`config.mk`:
```
export PLATFORM = sky130hd
export DESIGN_NAME = regfile_wb_arbiter
export DESIGN_NICKNAME = d
export VERILOG_FILES = /design/src/rtl/regfile_wb_arbiter.sv
export SDC_FILE = /design/constraint.sdc
export NUM_CORES = 1
export LEC_CHECK = 0
export ABC_AREA = 1
export CORE_UTILIZATION = 40
export CTS_BUF_LIST = sky130_fd_sc_hd__clkbuf_2 sky130_fd_sc_hd__clkbuf_4 sky130_fd_sc_hd__clkbuf_8
export CTS_CLUSTER_SIZE = 28
export DETAILED_ROUTE_END_ITERATION = 12
export GPL_ROUTABILITY_DRIVEN = 1
export PLACE_DENSITY_LB_ADDON = 0.3
export SETUP_SLACK_MARGIN = 0.15
export SKIP_CTS_REPAIR_TIMING = 1
export SLEW_MARGIN = 20
export SYNTH_ARGS = -nofsm -noshare
export SYNTH_HDL_FRONTEND = slang
export SYNTH_SLANG_ARGS = --single-unit
```
`constraint.sdc`:
```
create_clock -name clk -period 3 [get_ports clk]
set_input_delay 0.6 -clock clk [delete_from_list [all_inputs] [get_ports clk]]
set_output_delay 0.6 -clock clk [all_outputs]
set_load 0.01 [all_outputs]
```
`src/rtl/regfile_wb_arbiter.sv`:
```
// regfile_wb_arbiter
//   Shares the single register-file write port between the in-order
//   pipeline writeback (A) and the long-latency writeback (B), and keeps a
//   busy scoreboard of destinations still owed by B so decode can stall.
//
// Optional feature macro: RV5STAGE_WB_STARVE_GUARD_EN
//   When defined, a saturating 8-bit wait counter forces a grant to B after
//   MAX_WAIT consecutive refused cycles. When undefined, A has strict
//   priority and B can starve.
//
// Parameters
//   MAX_WAIT     refused cycles before B is forced a grant (1..255)
// Ports
//   clk, rst                         clock, async active-high reset
//   a_valid/a_addr/a_data, a_ready   pipeline writeback request / accept
//   b_valid/b_addr/b_data, b_ready   long-latency writeback request / accept
//   issue_valid, issue_rd            long-latency op issued, its destination
//   chk_r1_addr/chk_r2_addr/chk_rd_addr  decode operands checked for hazards
//   stall                            decode must hold (combinational)
//   busy                             scoreboard, bit n = register n owed by B
//   w_enable/w_addr/w_data           registered register-file write port
module regfile_wb_arbiter #(
    parameter int unsigned MAX_WAIT = 4
) (
    input  logic        clk,
    input  logic        rst,
    input  logic        a_valid,
    input  logic [4:0]  a_addr,
    input  logic [31:0] a_data,
    output logic        a_ready,
    input  logic        b_valid,
    input  logic [4:0]  b_addr,
    input  logic [31:0] b_data,
    output logic        b_ready,
    input  logic        issue_valid,
    input  logic [4:0]  issue_rd,
    input  logic [4:0]  chk_r1_addr,
    input  logic [4:0]  chk_r2_addr,
    input  logic [4:0]  chk_rd_addr,
    output logic        stall,
    output logic [31:0] busy,
    output logic        w_enable,
    output logic [4:0]  w_addr,
    output logic [31:0] w_data
);

    generate
        if (MAX_WAIT < 1 || MAX_WAIT > 255) begin : g_bad_max_wait
            $error("regfile_wb_arbiter: MAX_WAIT must be within 1..255");
        end
    endgenerate

    logic        w_force_b;
    logic        w_a_xfer;
    logic        w_b_xfer;
    logic [31:0] w_busy_set;
    logic [31:0] w_busy_clr;
    logic [31:0] w_busy_next;

    logic [31:0] r_busy;
    logic        r_w_enable;
    logic [4:0]  r_w_addr;
    logic [31:0] r_w_data;

    // Handshakes are held low during reset so nothing is accepted while the
    // write port and scoreboard are being cleared.
    assign a_ready  = !rst && a_valid && !w_force_b;
    assign b_ready  = !rst && b_valid && !(a_valid && !w_force_b);
    assign w_a_xfer = a_valid && a_ready;
    assign w_b_xfer = b_valid && b_ready;

`ifdef RV5STAGE_WB_STARVE_GUARD_EN
    localparam logic [7:0] LP_MAX_WAIT = 8'(MAX_WAIT);

    logic [7:0] r_wait;
    logic [7:0] w_wait_next;
    logic       r_force_b;

    always_comb begin
        w_wait_next = r_wait;
        if (w_b_xfer || !b_valid) begin
            w_wait_next = '0;
        end else if (r_wait != '1) begin
            w_wait_next = r_wait + 8'd1;
        end
    end

    // force_b is registered from the next counter value, so it is high in
    // the cycle right after the counter reaches MAX_WAIT.
    always_ff @(posedge clk or posedge rst) begin
        if (rst) begin
            r_wait    <= '0;
            r_force_b <= 1'b0;
        end else begin
            r_wait    <= w_wait_next;
            r_force_b <= (w_wait_next >= LP_MAX_WAIT);
        end
    end

    assign w_force_b = r_force_b;
`else
    assign w_force_b = 1'b0;
`endif

    // Set wins over clear on the same bit: the newly issued op owns it.
    always_comb begin
        w_busy_set = '0;
        w_busy_clr = '0;
        if (issue_valid) begin
            w_busy_set[issue_rd] = 1'b1;
        end
        if (w_b_xfer) begin
            w_busy_clr[b_addr] = 1'b1;
        end
        w_busy_next    = (r_busy & ~w_busy_clr) | w_busy_set;
        w_busy_next[0] = 1'b0;
    end

    always_ff @(posedge clk or posedge rst) begin
        if (rst) begin
            r_busy     <= '0;
            r_w_enable <= 1'b0;
            r_w_addr   <= '0;
            r_w_data   <= '0;
        end else begin
            r_busy <= w_busy_next;
            if (w_a_xfer) begin
                r_w_enable <= (a_addr != 5'd0);
                r_w_addr   <= a_addr;
                r_w_data   <= a_data;
            end else if (w_b_xfer) begin
                r_w_enable <= (b_addr != 5'd0);
                r_w_addr   <= b_addr;
                r_w_data   <= b_data;
            end else begin
                r_w_enable <= 1'b0;
            end
        end
    end

    assign stall    = !rst && (r_busy[chk_r1_addr] | r_busy[chk_r2_addr] | r_busy[chk_rd_addr]);
    assign busy     = r_busy;
    assign w_enable = r_w_enable;
    assign w_addr   = r_w_addr;
    assign w_data   = r_w_data;

endmodule

```
==> flow_metrics.env, run 1 <==
export IMPL_r2r_start="busy[14]$_DFF_PP0_"
export IMPL_ys_top_cells_by_area="dfrtp_1 42%, nand2_1 15%, nand3_1 12%, o21ai_0 7.8%, nor2_1 6.3%"
export IMPL_r2r_slack_ps=2110
export IMPL_synth_edff_count=0
export IMPL_detail_route_antenna_nets=0
export IMPL_cts_max_path_buffers=2
export IMPL_dieArea_mm2=0.0107
export IMPL_avgRoutedWirePerCell_um=16.0
export IMPL_syn_nets=676
export IMPL_globalRouteMet2Util_pct=45.1
export IMPL_met1_usage_pct=33.3
export IMPL_cts_max_level=3
export IMPL_startpoint="rst"
export IMPL_synth_area_mm2=0.00411
export IMPL_tritoncts="done"
export IMPL_grt_pass1_vias=4473
export IMPL_dp_hpwl_um=11000
export IMPL_gr_total_overflow=0
export IMPL_maxSlewViolCount=0
export IMPL_async_flop_share_pct=100
export IMPL_initial_core_util_pct=41.7
export IMPL_track_usage_pct=27.5
export IMPL_ys_types=25
export IMPL_irDropWorstVdd_uv=286
export IMPL_nNetsFinal=846
export IMPL_outcome="complete, no violations"
export IMPL_ys_warnings_count=0
export IMPL_ys_flop_type="dfrtp_1"
export IMPL_met3_usage_pct=9.41
export IMPL_num_vias=4763
export IMPL_yosys_area_top_type="dfrtp_1"
export IMPL_die_w_um=103
export IMPL_rr_worst_depth=2
export IMPL_fmax_ghz=0.367
export IMPL_ios=172
export IMPL_rows=36
export IMPL_io_buffers=170
export IMPL_routabilityCongestion=0.906
export IMPL_startpoint_type="input pin"
export IMPL_n_antenna_cell=0
export IMPL_drv_cap=0
export IMPL_min_path_type="flip-flop to flip-flop"
export IMPL_synth_top_area_share_pct=42.0
export IMPL_crit_fanout=7
export IMPL_hold_violations=0
export IMPL_crit_arrival_ps=2120
export IMPL_drt_total_wl_um=14200
export IMPL_grt_max_degree=70
export IMPL_first_pass_iters=6
export IMPL_netlist_instances=577
export IMPL_finalWorstSetupSlack_ps=276
export IMPL_cp_end_kind="primary output"
export IMPL_clk_latency_ps=350
export IMPL_synthToLayoutAreaGrowth_pct=50.5
export IMPL_critPathKind="input pin to primary output"
export IMPL_grt_pass1_wl_um=22200
export IMPL_powerDensity_mw_per_mm2=536
export IMPL_worstPathRequired_ps=2400
export IMPL_clkSinkCount=69
export IMPL_slew_headroom_pct=44.2
export IMPL_drive_gt1_share_pct=5.85
export IMPL_grt_busiest_layer="met2"
export IMPL_skew_ps=0
export IMPL_synth_common_cells="160 x nand2_1, 95 x nand3_1, 69 x dfrtp_1, 69 x nor2_1, 64 x o21ai_0"
export IMPL_fp_dieH_um=103
export IMPL_path_clk_slew_ps=80
export IMPL_tns_ps=0
export IMPL_synth_seq_area_share_pct=42.0
export IMPL_period_needed_ps=2720
export IMPL_core_area_mm2=0.00986
export IMPL_numCtsBuffers=9
export IMPL_endpoint="b_ready"
export IMPL_tightest_slew_ps=838
export IMPL_num_fill_cells=853
export IMPL_ctsRootBufferMaster="clkbuf_8"
export IMPL_rsz0062_at_grt="false"
export IMPL_drc=0
export IMPL_antenna_found_initial=0
export IMPL_holdWs_ps=483
export IMPL_r2r_end="busy[14]$_DFF_PP0_"
export IMPL_fin_util_pct=62.7
export IMPL_synth_seq_cells=69
export IMPL_viasPerCell=5.38
export IMPL_synth_area_per_cell_um2=7.12
export IMPL_yosysMostFrequentCell="nand2_1"
export IMPL_finalSetupViolations=0
export IMPL_drtIter0Drc=397
export IMPL_leakage_nw=2.80
export IMPL_pre_cts_slack_ps=-194
export IMPL_fin_crit_sh_pct=90.8
==> state kept, by name, summed over array words and instances (netlist names) <==
name and flops:
w_addr 5, busy 31, w_enable 1, w_data 32
==> metrics by stage <==
step                std cells  power, mW  instance area, um2
finish                    885       3.31                6190
floorplan                 577       1.78                4110
detailed placement        869       2.48                5960
CTS                       885       3.32                6180
global route              885       3.51                6190
global placement          869       2.46                5960
==> per-layer routing <==
layer,vias to the layer above,routed length (um)
li1,2261,-
met1,2193,5500
met2,263,6740
met3,46,1480
met4,0,478
met5,-,0
==> logic make-up (layout without fill, tap and decap cells) <==
kind of cell | after synthesis | after routing | synth area share [%]
AO/OA/AOI/OAI | 105 | 105 | 15.2
buffers and inverters | 71 | 246 | 8.80
AND/OR/NAND/NOR | 331 | 331 | 33.9
other | 1 | 1 | 0.0913
flip-flops | 69 | 69 | 42.0
==> placed cells by master, fill, tap and decap left out, drive strengths merged <==
| cell type | count |
|---|---|
| or2 | 1 |
| buf | 17 |
| conb | 1 |
| clkbuf | 10 |
| nor3 | 1 |
| o21ai | 64 |
| clkinv | 4 |
| dfrtp | 69 |
| o211ai | 5 |
| nor2 | 71 |
| o221ai | 1 |
| nand2 | 160 |
| a22oi | 1 |
| clkinvlp | 1 |
| o31ai | 32 |
| clkdlybuf4s50 | 166 |
| a21oi | 2 |
| bufinv | 2 |
| nand3 | 96 |
| nand3b | 1 |
| dlymetal6s2s | 3 |
| nor4 | 1 |
| inv | 43 |
==> final cells by class <==
class	instances	area, um2	share of cell area [%]
inverter	44	179	2.89
multi-input combinational	437	2020	32.7
sequential	69	1730	27.9
timing repair buffer	186	1870	30.3
clock buffer	10	131	2.12
clock inverter	6	87.6	1.42
tap	133	166	2.69
==> worst max-delay path: stages <==
cell,delay [ps]
clkdlybuf4s50_1,530
clkinvlp_4,140
nand3_2,90
inv_2,150
clkdlybuf4s50_1,610
==> worst min path at each step <==
| stage | from | depth (start not counted) | endpoint | slack, ps |
|---|---|---|---|---|
| after floorplan | w_addr[1]$_DFFE_PP0P_ | 2 | w_addr[1]$_DFFE_PP0P_ | 520 |
| after global placement | w_addr[1]$_DFFE_PP0P_ | 2 | w_addr[1]$_DFFE_PP0P_ | 460 |
| after detailed placement | w_addr[2]$_DFFE_PP0P_ | 2 | w_addr[2]$_DFFE_PP0P_ | 470 |
| after CTS | w_data[23]$_DFFE_PP0P_ | 2 | w_data[23]$_DFFE_PP0P_ | 490 |
| after global routing | w_data[30]$_DFFE_PP0P_ | 2 | w_data[30]$_DFFE_PP0P_ | 500 |
| final | w_data[23]$_DFFE_PP0P_ | 2 | w_data[23]$_DFFE_PP0P_ | 480 |
==> power breakdown <==
group	switching (mW)	internal, mW	leakage [nW]	total (mW)
sequential	0.226	1.11	0.824	1.33
combinational	0.526	0.616	1.87	1.14
clock	0.360	0.477	0.114	0.837
(Power assumes the default switching activity.)
==> run 2: changes to the inputs <==
CELL_PAD_IN_SITES_DETAIL_PLACEMENT = 1   (was not set)
CELL_PAD_IN_SITES_GLOBAL_PLACEMENT = 2   (was not set)
CORE_UTILIZATION = 21   (was 40)
HOLD_SLACK_MARGIN = 0.15   (was not set)
==> run 2 against run 1 <==
  * Flip-flop and latch count did not move
  * Critical endpoint unchanged
  * Highest routed layer unchanged
  * Worst setup slack got worse by 12 ps
  * Sequential share of layout area fell by 1.1 points
  * Critical path type unchanged
  * Clock power rose by 6.6%
  * Fmax fell by 0.43%
  * Largest cell class unchanged
  * Wire length rose by 32%
  * First-iteration DRC count fell by 58%
==> flow_metrics.env, run 2 (synthesis results as in run 1) <==
export IMPL_rr_worst_depth=2
export IMPL_tightest_slew_ps=902
export IMPL_clk_latency_ps=350
export IMPL_crit_arrival_ps=2140
export IMPL_post_route_cell_area_mm2=0.00644
export IMPL_met1_usage_pct=23.6
export IMPL_hold_violations=0
export IMPL_dieArea_mm2=0.0201
export IMPL_synthToLayoutAreaGrowth_pct=56.8
export IMPL_cp_num_buf_inv=4
export IMPL_cpMaxStageDelayCell="clkdlybuf4s50_1"
export IMPL_path_clk_slew_ps=70
export IMPL_drc=0
export IMPL_slew_headroom_pct=39.9
export IMPL_drt_total_wl_um=18700
export IMPL_r2r_start="busy[13]$_DFF_PP0_"
export IMPL_cp_end_kind="primary output"
export IMPL_cts_max_level=3
export IMPL_rsz0062_at_grt="false"
export IMPL_startpoint="rst"
export IMPL_n_antenna_cell=0
export IMPL_finalSetupViolations=0
export IMPL_tns_ps=0
export IMPL_io_buffers=170
export IMPL_drtIter0Drc=166
export IMPL_instances_no_fill=1019
export IMPL_startpoint_type="input pin"
export IMPL_powerDensity_mw_per_mm2=542
export IMPL_cp_top_family="buffers and inverters"
export IMPL_fin_util_pct=34.0
export IMPL_leakage_nw=2.84
export IMPL_fin_crit_sh_pct=91.2
export IMPL_outcome="complete, no violations"
export IMPL_slowest_delay_ps=590
export IMPL_ios=172
export IMPL_ctsRootBufferMaster="clkbuf_8"
export IMPL_post_dp_cell_area_mm2=0.00612
export IMPL_finalWorstSetupSlack_ps=264
export IMPL_grt_busiest_layer="met2"
export IMPL_endpoint="b_ready"
export IMPL_gr_total_overflow=0
export IMPL_cts_max_path_buffers=2
export IMPL_tritoncts="done"
export IMPL_detail_route_antenna_nets=0
export IMPL_cp_cell_sequence="clkdlybuf4s50_1, clkinvlp_4, nand3_2, inv_2, clkdlybuf4s50_1"
export IMPL_met3_usage_pct=5.06
export IMPL_routabilityCongestion=0.847
export IMPL_largest_register_ffs=32
export IMPL_numCtsBuffers=9
export IMPL_grt_pass1_wl_um=28900
export IMPL_pre_cts_slack_ps=-307
export IMPL_r2r_end="busy[13]$_DFF_PP0_"
export IMPL_holdWs_ps=486
export IMPL_track_usage_pct=19.0
export IMPL_rows=50
export IMPL_critPathKind="input pin to primary output"
export IMPL_globalRouteMet2Util_pct=30.8
export IMPL_min_path_type="flip-flop to flip-flop"
export IMPL_die_w_um=142
export IMPL_antenna_found_initial=0
export IMPL_avgRoutedWirePerCell_um=18.4
export IMPL_crit_fanout=7
export IMPL_cp_num_cells=5
export IMPL_first_pass_iters=4
export IMPL_worstPathRequired_ps=2400
export IMPL_fp_dieH_um=142
export IMPL_crit_top_cell="clkdlybuf4s50_1"
export IMPL_placed_cells=998
export IMPL_mostFrequentLayoutCells="166 x clkdlybuf4s50_1, 159 x nand2_1, 95 x nand3_1"
export IMPL_clkSinkCount=69
export IMPL_num_vias=4806
export IMPL_r2r_slack_ps=2080
export IMPL_initial_core_util_pct=21.7
export IMPL_core_area_mm2=0.0190
export IMPL_fmax_ghz=0.366
export IMPL_period_needed_ps=2740
export IMPL_dp_hpwl_um=14300
export IMPL_finalPower_mw=3.49
export IMPL_maxSlewViolCount=0
export IMPL_skew_ps=0
export IMPL_irDropWorstVdd_uv=206
export IMPL_drive_gt1_share_pct=6.85
export IMPL_layout_commonest_cell="clkdlybuf4s50_1"
export IMPL_grt_max_degree=70
export IMPL_nNetsFinal=853
export IMPL_grt_pass1_vias=5121
export IMPL_viasPerCell=4.72
export IMPL_drv_cap=0
-- run 2: cell types whose count changed in the layout (fill, tap and decap cells not counted), sizes merged --
cell	delta
clkinv	-4
buf	+5
clkinvlp	+3
clkbuf	+3
-- run 2: area by class of cell --
class	count	area [um2]
multi-input combinational	437	2020
fill	2326	12500
clock buffer	11	151
timing repair buffer	193	1950
tap	260	325
inverter	44	184
sequential	69	1730
clock inverter	5	82.6
-- run 2: power by group --
part / internal [mW] / leakage (nW) / total (mW) / switching (mW)
registers: 1.11 / 0.824 / 1.38 / 0.276
logic: 0.636 / 1.91 / 1.22 / 0.583
clock network: 0.514 / 0.108 / 0.892 / 0.378
total: 2.26 / 2.84 / 3.49 / 1.24
-- run 2: how the worst min path moves through the flow --
stage / to / slack, ps / depth (start not counted) / from
after CTS: w_data[30]$_DFFE_PP0P_ / 490 / 2 / w_data[30]$_DFFE_PP0P_
after floorplan: w_addr[1]$_DFFE_PP0P_ / 520 / 2 / w_addr[1]$_DFFE_PP0P_
after global routing: w_data[16]$_DFFE_PP0P_ / 520 / 2 / w_data[16]$_DFFE_PP0P_
after detailed placement: w_data[27]$_DFFE_PP0P_ / 470 / 2 / w_data[27]$_DFFE_PP0P_
final: w_data[30]$_DFFE_PP0P_ / 490 / 2 / w_data[30]$_DFFE_PP0P_
after global placement: w_data[14]$_DFFE_PP0P_ / 460 / 2 / w_data[14]$_DFFE_PP0P_
-- run 2: worst reg2reg max path: stages, from the launching register on --
cell and delay [ps]:
dfrtp_1 570, o21ai_0 150, o21ai_0 110
-- run 2: metal layers --
| layer | vias up | wire length, um |
|---|---|---|
| li1 | 2280 | - |
| met1 | 2336 | 8170 |
| met2 | 152 | 8680 |
| met3 | 38 | 1250 |
| met4 | 0 | 618 |
| met5 | - | 0 |
==> run 3: changes to the inputs <==
MAX_ROUTING_LAYER = met4   (was not set)
==> run 3 against run 2 <==
  * Core utilization about the same
  * Hold slack improved by 1.3 ps
  * Die area did not move
  * First-iteration DRC count rose by 27%
  * Design area barely moved
  * Non-clock buffer count increased by 1
==> flow_metrics.env, run 3 (synthesis results as in run 1) <==
export IMPL_outcome="complete, no violations"
export IMPL_ios=172
export IMPL_clk_latency_ps=340
export IMPL_cp_num_buf_inv=4
export IMPL_finalSetupViolations=0
export IMPL_met1_usage_pct=24.2
export IMPL_ctsRootBufferMaster="clkbuf_8"
export IMPL_met3_usage_pct=4.96
export IMPL_drt_total_wl_um=19300
export IMPL_layout_commonest_cell="clkdlybuf4s50_1"
export IMPL_instances_no_fill=1019
export IMPL_avgRoutedWirePerCell_um=18.9
export IMPL_io_buffers=170
export IMPL_drv_cap=0
export IMPL_fp_dieH_um=142
export IMPL_slowest_delay_ps=440
export IMPL_critPathKind="input pin to primary output"
export IMPL_grt_pass1_wl_um=29100
export IMPL_crit_arrival_ps=2110
export IMPL_min_path_type="flip-flop to flip-flop"
export IMPL_num_vias=4760
export IMPL_tightest_slew_ps=954
export IMPL_cp_end_kind="primary output"
export IMPL_initial_core_util_pct=21.7
export IMPL_maxSlewViolCount=0
export IMPL_rows=50
export IMPL_tritoncts="done"
export IMPL_pre_cts_slack_ps=-279
export IMPL_num_fill_cells=2319
export IMPL_drc=0
export IMPL_detail_route_antenna_nets=0
export IMPL_routabilityCongestion=0.838
export IMPL_cp_top_family="buffers and inverters"
export IMPL_clkSinkCount=69
export IMPL_cpMaxStageDelayCell="clkdlybuf4s50_1"
export IMPL_gr_total_overflow=0
export IMPL_grt_busiest_layer="met2"
export IMPL_irDropWorstVdd_uv=187
export IMPL_grt_max_degree=71
export IMPL_cp_cell_sequence="clkdlybuf4s50_1, buf_6, nor2_1, o21ai_0, nand3_1, nand2_1, nand2_1, nand3_1, nand2_1, inv_1, a21oi_1, buf_2"
export IMPL_mostFrequentLayoutCells="166 x clkdlybuf4s50_1, 160 x nand2_1, 95 x nand3_1"
export IMPL_numCtsBuffers=9
export IMPL_fin_crit_sh_pct=90.5
export IMPL_crit_top_cell="nand2_1"
export IMPL_path_clk_slew_ps=80
export IMPL_n_antenna_cell=0
export IMPL_period_needed_ps=2710
export IMPL_viasPerCell=4.67
export IMPL_fmax_ghz=0.368
export IMPL_grt_pass1_vias=5002
export IMPL_leakage_nw=2.85
export IMPL_track_usage_pct=19.9
export IMPL_nNetsFinal=854
export IMPL_synthToLayoutAreaGrowth_pct=56.9
export IMPL_finalWorstSetupSlack_ps=285
export IMPL_drtIter0Drc=210
export IMPL_startpoint_type="input pin"
export IMPL_worstPathRequired_ps=2400
export IMPL_core_area_mm2=0.0190
export IMPL_die_w_um=142
export IMPL_cts_max_level=3
export IMPL_antenna_found_initial=0
export IMPL_hold_violations=0
export IMPL_crit_fanout=10
export IMPL_drive_gt1_share_pct=6.72
export IMPL_dieArea_mm2=0.0201
export IMPL_first_pass_iters=4
export IMPL_powerDensity_mw_per_mm2=538
export IMPL_rsz0062_at_grt="false"
export IMPL_globalRouteMet2Util_pct=32.7
export IMPL_skew_ps=0
export IMPL_dp_hpwl_um=14400
export IMPL_placed_cells=1000
export IMPL_cts_max_path_buffers=2
export IMPL_slew_headroom_pct=36.4
export IMPL_largest_register_ffs=32
==> run 3: cell count changes in the layout (fill, tap and decap cells not counted), sizes merged <==
cell | previous run | this run
clkinvlp | 4 | 3
clkinv | 0 | 2
clkbuf | 13 | 12
==> run 3: worst register-to-register path: stages, from the launching register on <==
cell and delay, ps:
dfrtp_1 580, o21ai_0 150, o21ai_0 120
==> run 3: area by class of cell <==
cell class,count,area (um2),share of cell area [%]
Multi-Input combinational cell,437,2020,31.3
Timing Repair Buffer,194,1980,30.7
Sequential cell,69,1730,26.8
Tap cell,260,325,5.04
Inverter,44,186,2.89
Clock buffer,9,124,1.92
Clock inverter,6,88.8,1.38
==> run 3: worst paths after layout <==
check | cells after the start | start | end | slack [ps]
worst max register to register | 2 | busy[29]$_DFF_PP0_ | busy[29]$_DFF_PP0_ | 2060
worst min-delay path | 2 | w_data[30]$_DFFE_PP0P_ | w_data[30]$_DFFE_PP0P_ | 490
max in group asynchronous | 3 | rst | busy[9]$_DFF_PP0_ | 1360
worst max-delay path | 12 | chk_rd_addr[1] | stall | 290
worst min register to register | 2 | w_data[30]$_DFFE_PP0P_ | w_data[30]$_DFFE_PP0P_ | 490
min in group asynchronous | 3 | rst | w_data[10]$_DFFE_PP0P_ | 960
==> run 3: per-stage QoR <==
step | TNS (ps) | utilization (%) | power [mW] | instance area (um2) | hold WS [ps]
after floorplan | 0 | - | 1.78 | 4110 | 516
after global placement | -265 | 32.4 | 2.62 | 6150 | 464
after detailed placement | -279 | 32.4 | 2.64 | 6150 | 472
after CTS | -283 | 33.6 | 3.50 | 6360 | 492
after global routing | 0 | 34.0 | 3.67 | 6450 | 518
final | 0 | 34.0 | 3.47 | 6450 | 488
==> run 3: where the power goes <==
part           total [mW]  leakage (nW)  internal (mW)  switching, mW
sequential           1.39         0.824           1.11          0.284
clock               0.846         0.101          0.463          0.383
combinational        1.23          1.93          0.646          0.585
total                3.47          2.85           2.22           1.25
==> run 3: per-layer routing <==
metal | vias to the layer above | wire, um
li1 | 2282 | -
met1 | 2317 | 8400
met2 | 147 | 9270
met3 | 14 | 1310
met4 | 0 | 284
met5 | - | 0
